`src/rtl/rsa_exp_scheduler_if.sv`:
```
// Bundle between the RSA exponent scheduler, its encrypt/decrypt requesters,
// the key-setup logic and the shared mod_exponent engine.
interface rsa_exp_scheduler_if #(
   parameter int WIDTH = 64
);
   logic             keys_valid_in;
   logic [WIDTH-1:0] e_in;
   logic [WIDTH-1:0] d_in;
   logic             enc_valid_in;
   logic [WIDTH-1:0] enc_msg_in;
   logic             enc_ready_out;
   logic             dec_valid_in;
   logic [WIDTH-1:0] dec_msg_in;
   logic             dec_ready_out;
   logic [WIDTH-1:0] exp_base_out;
   logic [WIDTH-1:0] exp_exponent_out;
   logic             exp_valid_out;
   logic [WIDTH-1:0] exp_result_in;
   logic             exp_valid_in;
   logic [WIDTH-1:0] result_out;
   logic             result_valid_out;
   logic             result_is_dec_out;
   logic             error_out;
   logic             busy_out;

   modport slave (
      input  keys_valid_in, e_in, d_in,
      input  enc_valid_in, enc_msg_in, dec_valid_in, dec_msg_in,
      input  exp_result_in, exp_valid_in,
      output enc_ready_out, dec_ready_out,
      output exp_base_out, exp_exponent_out, exp_valid_out,
      output result_out, result_valid_out, result_is_dec_out,
      output error_out, busy_out
   );

   modport master (
      output keys_valid_in, e_in, d_in,
      output enc_valid_in, enc_msg_in, dec_valid_in, dec_msg_in,
      output exp_result_in, exp_valid_in,
      input  enc_ready_out, dec_ready_out,
      input  exp_base_out, exp_exponent_out, exp_valid_out,
      input  result_out, result_valid_out, result_is_dec_out,
      input  error_out, busy_out
   );
endinterface

```
`src/rtl/rsa_exp_scheduler.sv`:
```
// Round-robin scheduler sharing one mod_exponent between encrypt (exponent e)
// and decrypt (exponent d) requesters; returns each result tagged with its job type.
module rsa_exp_scheduler #(
   parameter int WIDTH   = 64,
   parameter int TIMEOUT = 65536
) (
   input  logic               clk_in,
   input  logic               rst_in,
   rsa_exp_scheduler_if.slave bus
);
   localparam int               CNT_W    = $clog2(TIMEOUT);
   localparam logic [CNT_W-1:0] CNT_LAST = CNT_W'(TIMEOUT - 1);

   typedef enum logic [1:0] {
      S_IDLE,
      S_LAUNCH,
      S_WAIT,
      S_DONE
   } state_t;

   state_t           state_q;
   state_t           state_d;
   logic             last_grant_dec_q;
   logic [WIDTH-1:0] base_q;
   logic [WIDTH-1:0] expo_q;
   logic [WIDTH-1:0] result_q;
   logic             is_dec_q;
   logic [CNT_W-1:0] cnt_q;

   logic grant_enc;
   logic grant_dec;
   logic accept;
   logic keys_lost;
   logic timeout_hit;

   // Ready is held low while reset is asserted so every output reads 0 in reset.
   always_comb begin
      grant_enc = 1'b0;
      grant_dec = 1'b0;
      if (state_q == S_IDLE && bus.keys_valid_in && !rst_in) begin
         if (bus.enc_valid_in && bus.dec_valid_in) begin
            grant_enc = last_grant_dec_q;
            grant_dec = ~last_grant_dec_q;
         end else begin
            grant_enc = bus.enc_valid_in;
            grant_dec = bus.dec_valid_in;
         end
      end
   end

   assign accept      = grant_enc | grant_dec;
   assign keys_lost   = ~bus.keys_valid_in;
   assign timeout_hit = (cnt_q == CNT_LAST);

   always_ff @(posedge clk_in or posedge rst_in) begin
      if (rst_in) begin
         state_q <= S_IDLE;
      end else begin
         state_q <= state_d;
      end
   end

   // Keys loss beats a returning result, which in turn beats the timeout.
   always_comb begin
      state_d = state_q;
      case (state_q)
         S_IDLE:   if (accept) state_d = S_LAUNCH;
         S_LAUNCH: state_d = keys_lost ? S_IDLE : S_WAIT;
         S_WAIT: begin
            if (keys_lost)             state_d = S_IDLE;
            else if (bus.exp_valid_in) state_d = S_DONE;
            else if (timeout_hit)      state_d = S_IDLE;
         end
         S_DONE:   state_d = S_IDLE;
         default:  state_d = S_IDLE;
      endcase
   end

   always_comb begin
      bus.enc_ready_out    = grant_enc;
      bus.dec_ready_out    = grant_dec;
      bus.exp_valid_out    = (state_q == S_LAUNCH);
      bus.result_valid_out = (state_q == S_DONE);
      bus.busy_out         = (state_q != S_IDLE);
      bus.error_out        = 1'b0;
      if (state_q == S_LAUNCH && keys_lost) begin
         bus.error_out = 1'b1;
      end else if (state_q == S_WAIT) begin
         bus.error_out = keys_lost | (~bus.exp_valid_in & timeout_hit);
      end
   end

   always_ff @(posedge clk_in or posedge rst_in) begin
      if (rst_in) begin
         last_grant_dec_q <= 1'b1;
         base_q           <= '0;
         expo_q           <= '0;
         is_dec_q         <= 1'b0;
         result_q         <= '0;
         cnt_q            <= '0;
      end else begin
         if (accept) begin
            base_q           <= grant_dec ? bus.dec_msg_in : bus.enc_msg_in;
            expo_q           <= grant_dec ? bus.d_in : bus.e_in;
            is_dec_q         <= grant_dec;
            last_grant_dec_q <= grant_dec;
         end
         if (state_q == S_LAUNCH) begin
            cnt_q <= '0;
         end else if (state_q == S_WAIT) begin
            cnt_q <= cnt_q + 1'b1;
         end
         if (state_q == S_WAIT && !keys_lost && bus.exp_valid_in) begin
            result_q <= bus.exp_result_in;
         end
      end
   end

   assign bus.exp_base_out      = base_q;
   assign bus.exp_exponent_out  = expo_q;
   assign bus.result_out        = result_q;
   assign bus.result_is_dec_out = is_dec_q;
endmodule

```
`src/flat_wrapper.sv`:
```
// flat-port wrapper written by rule: the top's interface ports become plain ports
module rsa_exp_scheduler_flat 
#(
   parameter int WIDTH   = 64,
   parameter int TIMEOUT = 65536
)
  (clk_in, rst_in, bus_keys_valid_in, bus_e_in, bus_d_in, bus_enc_valid_in, bus_enc_msg_in, bus_dec_valid_in, bus_dec_msg_in, bus_exp_result_in, bus_exp_valid_in, bus_enc_ready_out, bus_dec_ready_out, bus_exp_base_out, bus_exp_exponent_out, bus_exp_valid_out, bus_result_out, bus_result_valid_out, bus_result_is_dec_out, bus_error_out, bus_busy_out);
  rsa_exp_scheduler_if #(.WIDTH(WIDTH)) bus_i ();
  input  logic clk_in;
  input  logic rst_in;
  input wire logic [$bits(bus_i.keys_valid_in)-1:0] bus_keys_valid_in;
  input wire logic [$bits(bus_i.e_in)-1:0] bus_e_in;
  input wire logic [$bits(bus_i.d_in)-1:0] bus_d_in;
  input wire logic [$bits(bus_i.enc_valid_in)-1:0] bus_enc_valid_in;
  input wire logic [$bits(bus_i.enc_msg_in)-1:0] bus_enc_msg_in;
  input wire logic [$bits(bus_i.dec_valid_in)-1:0] bus_dec_valid_in;
  input wire logic [$bits(bus_i.dec_msg_in)-1:0] bus_dec_msg_in;
  input wire logic [$bits(bus_i.exp_result_in)-1:0] bus_exp_result_in;
  input wire logic [$bits(bus_i.exp_valid_in)-1:0] bus_exp_valid_in;
  output wire logic [$bits(bus_i.enc_ready_out)-1:0] bus_enc_ready_out;
  output wire logic [$bits(bus_i.dec_ready_out)-1:0] bus_dec_ready_out;
  output wire logic [$bits(bus_i.exp_base_out)-1:0] bus_exp_base_out;
  output wire logic [$bits(bus_i.exp_exponent_out)-1:0] bus_exp_exponent_out;
  output wire logic [$bits(bus_i.exp_valid_out)-1:0] bus_exp_valid_out;
  output wire logic [$bits(bus_i.result_out)-1:0] bus_result_out;
  output wire logic [$bits(bus_i.result_valid_out)-1:0] bus_result_valid_out;
  output wire logic [$bits(bus_i.result_is_dec_out)-1:0] bus_result_is_dec_out;
  output wire logic [$bits(bus_i.error_out)-1:0] bus_error_out;
  output wire logic [$bits(bus_i.busy_out)-1:0] bus_busy_out;
  assign bus_i.keys_valid_in = bus_keys_valid_in;
  assign bus_i.e_in = bus_e_in;
  assign bus_i.d_in = bus_d_in;
  assign bus_i.enc_valid_in = bus_enc_valid_in;
  assign bus_i.enc_msg_in = bus_enc_msg_in;
  assign bus_i.dec_valid_in = bus_dec_valid_in;
  assign bus_i.dec_msg_in = bus_dec_msg_in;
  assign bus_i.exp_result_in = bus_exp_result_in;
  assign bus_i.exp_valid_in = bus_exp_valid_in;
  assign bus_enc_ready_out = bus_i.enc_ready_out;
  assign bus_dec_ready_out = bus_i.dec_ready_out;
  assign bus_exp_base_out = bus_i.exp_base_out;
  assign bus_exp_exponent_out = bus_i.exp_exponent_out;
  assign bus_exp_valid_out = bus_i.exp_valid_out;
  assign bus_result_out = bus_i.result_out;
  assign bus_result_valid_out = bus_i.result_valid_out;
  assign bus_result_is_dec_out = bus_i.result_is_dec_out;
  assign bus_error_out = bus_i.error_out;
  assign bus_busy_out = bus_i.busy_out;
  rsa_exp_scheduler #(.WIDTH(WIDTH), .TIMEOUT(TIMEOUT)) u_core (.clk_in(clk_in), .rst_in(rst_in), .bus(bus_i));
endmodule
```
`config.mk`:
```
export PLATFORM = sky130hd
export DESIGN_NAME = rsa_exp_scheduler_flat
export DESIGN_NICKNAME = d
export VERILOG_FILES = /design/src/rtl/rsa_exp_scheduler_if.sv /design/src/rtl/rsa_exp_scheduler.sv /design/src/flat_wrapper.sv
export SDC_FILE = /design/constraint.sdc
export NUM_CORES = 1
export LEC_CHECK = 0
export ABC_AREA = 0
export CAP_MARGIN = 10
export CORE_AREA = 2 2 205 207
export CTS_CLUSTER_SIZE = 10
export DETAILED_ROUTE_END_ITERATION = 10
export DIE_AREA = 0 0 207 209
export SYNTH_ARGS = -nofsm -noshare
export SYNTH_HDL_FRONTEND = slang
export SYNTH_SLANG_ARGS = --single-unit
```
`constraint.sdc`:
```
create_clock -name clk_in -period 9.3 [get_ports clk_in]
set_input_delay 1.395 -clock clk_in [delete_from_list [all_inputs] [get_ports clk_in]]
set_output_delay 1.395 -clock clk_in [all_outputs]
set_load 0.05 [all_outputs]
```
==> metrics, run 1 <==
outcome completed; share of layout cells above drive strength 1 8.21%; DIE HEIGHT ~210 um; CP most frequent cell clkdlybuf4s50_1; CTS tree built; synth top area cells dfrtp_1 (58%), mux2_2 (8.1%), nand2_1 (7.7%); worst clock skew about 0.0092 ns; Routability Congestion about 0.83; FF-to-FF Start u_core.state_q[0]; min cycle time layout between 5 and 6 ns; Area growth, synth to finish 71.5%; total wire length about 34 mm; via count of the first global-routing pass around 8,900; Routed WL per cell ~18 um; Max Freq 173 MHz; Worst Reg-to-Reg Cells 6; reg-to-reg slack, setup around 6.2 ns; GRT overflow 0; Slowest-stage cell, CP clkdlybuf4s50_1; Leakage Power between 6 and 7 nW; multiplexer area fraction after synthesis under 10%; Critical Path Stages 6; largest family of logic cells by synthesized area simple AND/OR/NAND/NOR gates; CP Class in2out; fill cell count roughly 4,000; Crit path max-delay family buffers and inverters; first-pass GRT wire length between 50 and 60 mm; Netlist cell types 35; Core Box Area slightly above 40,000 um^2; fin util a little under two fifths; Place WS approximately 3.6 ns; Vias/cell 4.50; Setup crit end bus_dec_ready_out; Worst Setup SP bus_keys_valid_in; Worst Tran Pin Value around 1.1 ns; Max transition margin approximately a quarter; Total GRT Usage roughly 15%; ant diodes 0; Worst path max stage delay ~0.94 ns; Synth Area in Simple Gates approximately 17%; largest net degree at the start of global routing 113; full die area 43,300 um^2; Post-Synth Adder-Cell Area less than 1%; cell area after synthesis around 9100 um^2; Gate Count Post-Synth about 870; Hold Buf Count CTS 0; Syn Area/Cell between 10 and 15 um^2; worst reg2reg endpoint u_core.bus.exp_base_out[53]; Ys Warns 0; buffers plus inverters on the worst setup path 4; Antenna Nets Post-Route 0; Post-Synth XOR/XNOR Area less than 1%; CTS buffer count 26; 1st-iter DRT viols between 300 and 400; Core Rows 75; critical path arrival ~4.4 ns; synthesized net count 1,205; Final #Nets 1,700; hold_ws 0.474 ns; Critical Path RT 7.91 ns; CP cell instances clkdlybuf4s50_1 > nor2b_1 > nand4_1 > buf_4 > inv_4 > clkdlybuf4s50_1; initial antenna violation count 0; post-synthesis compound-gate area fraction approximately 12%; CP startpoint kind primary input; number of gates resized after CTS 0; worst-path fanout max 61; period utilization between 60% and 70%; Setup TNS Final 0 ns; total number of vias roughly 8,600; Initial Util 22.0%; htree depth 1; root buffer cell clkbuf_16; RSZ-0062 raised after global routing false; # Max-Cap Violations 0; maximum clock path buffer count 3; DRC viols 0; worst hold path type reg2reg; Placed Area around 15,000 um^2; Peak supply drop 0.179 mV; drt pass-1 iters 4; Sink Count roughly 210; Yosys top cell area share about three fifths; PwrDens around 370 nW/um^2; hpwl dp around 24 mm; CP endpoint kind output pin; I/O Pins about 530; Final Hold Viols 0; Setup Viol. Count Final 0; Worst-path clk slew roughly 0.060 ns; Die Wd between 200 and 250 um; post-synthesis register bit count ~210; max-slew violation count 0; worst setup margin between 3 and 4 ns; # Post-CTS Setup Buffers 0; port bufs 524; Seq/Total Area, Yosys about three fifths; dominant cell type by area after synthesis dfrtp_1; post-route design area roughly 16,000 um^2; clock latency on the worst-skew pair about 0.53 ns
-- cell usage in the layout, fill, tap and decap left out, drive strengths merged, types with 2 or more instances in the layout --
| cell | n |
|---|---|
| ha | 6 |
| nand3 | 91 |
| a21oi | 6 |
| clkdlybuf4s50 | 524 |
| clkbuf | 34 |
| nor2 | 53 |
| clkinvlp | 2 |
| dfrtp | 211 |
| mux2i | 2 |
| nor4 | 5 |
| o31ai | 2 |
| or3 | 4 |
| a22oi | 85 |
| buf | 9 |
| nor2b | 2 |
| o21ai | 9 |
| nand4 | 6 |
| nand2 | 186 |
| mux2 | 65 |
| inv | 9 |
| a31oi | 45 |
| nor3 | 2 |
| xnor2 | 6 |
| nand2b | 2 |
| or4 | 2 |
-- stage by stage --
| step | instances | power (mW) |
|---|---|---|
| floorplan | 873 | 3.59 |
| global placement | 1879 | 4.77 |
| detailed placement | 1879 | 4.81 |
| CTS | 1915 | 5.74 |
| global route | 1915 | 5.95 |
| finish | 1915 | 5.68 |
-- power breakdown --
| part | leakage [nW] | internal (mW) | switching (mW) |
|---|---|---|---|
| Combinational | 3.57 | 1.12 | 2.08 |
| Sequential | 2.59 | 1.34 | 0.236 |
| Clock | 0.347 | 0.526 | 0.382 |
| Total | 6.51 | 2.98 | 2.70 |
-- registers in the layout (all words and copies together) (netlist names) --
signal                        flops
u_core.bus.result_out            64
u_core.bus.exp_exponent_out      64
u_core.bus.exp_base_out          64
u_core.state_q                    2
u_core.cnt_q                     16
u_core.bus.result_is_dec_out      1
u_core.last_grant_dec_q           1
-- final cells by class --
cell class	count	area, um^2	share of cell area, %
Timing Repair Buffer	533	5310	34.2
Multi-Input combinational cell	586	3480	22.4
Tap cell	539	674	4.34
Sequential cell	212	5310	34.1
Inverter	9	43.8	0.282
Clock buffer	34	712	4.58
Clock inverter	2	15.0	0.0966
-- how the worst min path moves through the flow --
| stage | start | endpoint | slack (ns) | cells past startpoint |
|---|---|---|---|---|
| after floorplan | u_core.last_grant_dec_q | u_core.last_grant_dec_q | 0.44 | 2 |
| after global placement | u_core.bus.result_is_dec_out | u_core.bus.result_is_dec_out | 0.46 | 2 |
| after detailed placement | u_core.bus.result_is_dec_out | u_core.bus.result_is_dec_out | 0.46 | 2 |
| after CTS | u_core.last_grant_dec_q | u_core.last_grant_dec_q | 0.47 | 2 |
| after global routing | u_core.last_grant_dec_q | u_core.last_grant_dec_q | 0.49 | 2 |
| final | u_core.last_grant_dec_q | u_core.last_grant_dec_q | 0.47 | 2 |
-- cells in the mapped netlist, drive strengths merged --
cell type	n
nand3	91
nor2b	2
or4	2
nand2b	2
o31ai	2
a21oi	6
buf	21
a31oi	45
dfrtp	211
nor3	2
nand3b	1
o2bb2ai	1
mux2	65
ha	6
o21ai	9
clkbuf	45
or3	4
xor2	1
nand2	186
nor2	53
a31o	1
nand4	6
xnor2	6
dfstp	1
mux2i	2
inv	9
and2	1
a22oi	85
o211ai	1
nor4	5
o211a	1
-- per-layer routing --
metal | part of all wire (%) | global-route usage [%] | up-vias
li1 | - | - | 4059
met4 | 2.9 | 5.17 | 0
met5 | 0 | 0 | -
met3 | 7.1 | 3.71 | 57
met2 | 49 | 25.6 | 373
met1 | 41 | 18.2 | 4123
-- worst register-to-register path: stages, from the launching register on --
cell and delay [ns]:
dfrtp_1 0.40, inv_1 0.12, ha_1 0.31, o211a_4 0.79, buf_4 0.91, nand3_1 0.40
nand2_1 0.12
-- cells by family after synthesis --
| logic type | after synthesis |
|---|---|
| and+or+nand+nor | 355 |
| DFF | 212 |
| AOI/OAI and AO/OA | 151 |
| muxes | 67 |
| xor gates and xnor gates | 7 |
| buffers and inverters | 75 |
| adders and majority gates | 6 |
(Power assumes the default switching activity.)
==> inputs of run 2 (changes only) <==
--- a/config.mk
+++ b/config.mk
@@ -7,10 +7,10 @@
 export LEC_CHECK = 0
 export ABC_AREA = 0
 export CAP_MARGIN = 10
-export CORE_AREA = 2 2 205 207
+export CORE_AREA = 2 2 201 203
 export CTS_CLUSTER_SIZE = 10
 export DETAILED_ROUTE_END_ITERATION = 10
-export DIE_AREA = 0 0 207 209
+export DIE_AREA = 0 0 203 205
 export SYNTH_ARGS = -nofsm -noshare
 export SYNTH_HDL_FRONTEND = slang
 export SYNTH_SLANG_ARGS = --single-unit
==> constraint.sdc (replaced) <==
create_clock -name clk_in -period 5.1 [get_ports clk_in]
set_input_delay 0.765 -clock clk_in [delete_from_list [all_inputs] [get_ports clk_in]]
set_output_delay 0.765 -clock clk_in [all_outputs]
set_load 0.05 [all_outputs]
==> run 2 against run 1 <==
  * Non-clock buffer count up 3
  * Critical endpoint is now bus_error_out
  * Clock power grew 98%
  * Critical path depth unchanged
  * Final cell count fell by 0.31%
  * Worst setup slack lost 2.0 ns
  * Via count fell by 0.22%
==> metrics, run 2 (synthesized netlist as in run 1, its figures left out) <==
GRT overflow 0 (unchanged); largest net degree at the start of global routing 116 (was 113); number of gates resized after CTS 0 (unchanged); htree depth 1 (unchanged); share of layout cells above drive strength 1 8.74% (was 8.21%); Vias/cell 4.50 (about the same); worst clock skew 0.00927 ns (was 0.00919 ns); leading cell type in the layout, fill and taps excluded clkdlybuf4s50_1 (unchanged); period utilization a little over two thirds; via count of the first global-routing pass 8,716 (was 8,907); maximum clock path buffer count 3 (unchanged); 1st-iter DRT viols 502 (was 387); Max Freq 282 MHz; Core Box Area 39,400 um^2 (was 41,300 um^2); CTS tree built (unchanged); CP endpoint kind output pin (unchanged); Routed WL per cell 17.4 um (was 17.5 um); Setup Viol. Count Final 0 (unchanged); Layout Cells excl Fill 1,909 (was 1,915); CP Class reg2out (was in2out); hpwl dp 23.9 mm (about the same); min cycle time layout ~3.5 ns; Antenna Nets Post-Route 0 (unchanged); full die area 41,600 um^2 (was 43,300 um^2); root buffer cell clkbuf_16 (unchanged); Sink Count 212 (unchanged); fin util 39.9% (was 37.7%); Slowest-stage cell, CP clkdlybuf4s50_1 (unchanged); ant diodes 0 (unchanged); first-pass GRT wire length 49.8 mm (was 51.6 mm); CP startpoint kind flip-flop (was primary input); total number of vias 8,593 (was 8,612); DRC viols 0 (unchanged); Die Wd 203 um (was 207 um); Critical Path RT 4.34 ns (was 7.91 ns); Pwr Total 10.5 mW (was 5.68 mW); fill cell count 3,898 (was 4,106); Max transition margin 38.0% (was 25.9%); worst hold path type reg2reg (unchanged); Initial Util 23.0% (was 22.0%); Routability Congestion 0.774 (was 0.829); outcome completed (unchanged); total wire length 33.2 mm (was 33.6 mm); initial antenna violation count 0 (unchanged); Worst Tran Pin Value 0.930 ns (was 1.11 ns); # Max-Cap Violations 0 (unchanged); critical path arrival 2.78 ns (was 4.37 ns); CP cell instances ha_1 > nand4_1 > nor4_1 > nand2_1 > o21ai_0 > clkdlybuf4s50_1 (was clkdlybuf4s50_1 > nor2b_1 > nand4_1 > buf_4 > inv_4 > clkdlybuf4s50_1); Hold Buf Count CTS 0 (unchanged); Area growth, synth to finish 73.3% (was 71.5%); Placed Cells 1,868 (was 1,879); Worst path max stage delay 0.83 ns (was 0.94 ns); Total GRT Usage 15.2% (was 14.9%); Worst-path clk slew 0.05 ns (was 0.06 ns); Core Rows 73 (was 75); Peak supply drop 0.276 mV (was 0.179 mV); Leakage Power 6.59 nW (was 6.51 nW); # Post-CTS Setup Buffers 0 (unchanged); port bufs 524 (unchanged); Final #Nets 1,704 (was 1,700); DIE HEIGHT 205 um (was 209 um); commonest non-fill, non-tap cells in the layout clkdlybuf4s50_1 (522), dfrtp_1 (211), nand2_1 (186) (was clkdlybuf4s50_1 (524), dfrtp_1 (211), nand2_1 (186)); Final Hold Viols 0 (unchanged); RSZ-0062 raised after global routing false (unchanged); max-slew violation count 0 (unchanged); CTS buffer count 27 (was 26); PwrDens 668 nW/um^2 (was 365 nW/um^2); clock latency on the worst-skew pair 0.53 ns (about the same); Setup TNS Final 0 ns (unchanged); drt pass-1 iters 5 (was 4); I/O Pins 525 (unchanged); worst-path fanout max 5 (was 61)
[run 2: changes by cell type in the layout (fill, tap and decap cells not counted)]
| cell | before | now |
|---|---|---|
| buf_12 | 0 | 6 |
| bufinv_16 | 0 | 2 |
| clkbuf_1 | 6 | 8 |
| clkbuf_8 | 1 | 3 |
| clkdlybuf4s50_1 | 524 | 522 |
| buf_4 | 9 | 8 |
| clkinv_4 | 0 | 1 |
| clkinvlp_4 | 2 | 1 |
| inv_8 | 1 | 0 |
[run 2: layout make-up]
class | count | area (um^2) | share of cell area (%)
Tap cell | 525 | 657 | 4.18
Timing Repair Buffer | 536 | 5410 | 34.4
Inverter | 9 | 40.0 | 0.255
Clock buffer | 38 | 747 | 4.76
Clock inverter | 3 | 68.8 | 0.438
Multi-Input combinational cell | 586 | 3480 | 22.2
Sequential cell | 212 | 5310 | 33.8
[run 2: critical path: cells and delay by family (launching register included)]
family,cells,cell delay [ns]
compound gates,1,0.09
fa+ha+maj,1,0.24
buf+inv,1,0.83
flops,1,0.42
simple gates,3,0.67
[run 2: path summary, 6_finish.rpt]
path	start	end	slack, ns	cells after the start
setup / recovery	u_core.cnt_q[0]	bus_error_out	1.56	6
setup reg to reg	u_core.state_q[0]	u_core.bus.exp_exponent_out[48]	2.78	7
hold reg to reg	u_core.last_grant_dec_q	u_core.last_grant_dec_q	0.46	2
max in group asynchronous	rst_in	u_core.bus.exp_exponent_out[39]	3.44	3
hold / removal	u_core.last_grant_dec_q	u_core.last_grant_dec_q	0.46	2
min in group asynchronous	rst_in	u_core.cnt_q[2]	0.64	2
[run 2: metal layers]
metal  vias up  GRT usage (%)  share of wire [%]
li1       4046              -                  -
met1      4114           18.6                 40
met2       389           25.9                 49
met3        44           4.50                8.9
met4         0           4.22                2.2
met5         -              0                  0
[run 2: metrics by stage]
step / hold slack (ns) / worst slack, ns / cell area [um^2]
6_report: 0.462 / 1.56 / 15700
4_1_cts: 0.462 / 1.49 / 15700
2_1_floorplan: 0.439 / 1.58 / 9070
3_3_place_gp: 0.450 / 1.61 / 14900
5_1_grt: 0.492 / 1.31 / 15700
3_5_place_dp: 0.453 / 1.58 / 14900
[run 2: where the power goes]
group,switching [mW],internal [mW]
clock,0.694,1.10
combinational,3.80,2.05
sequential,0.414,2.43
total,4.91,5.58
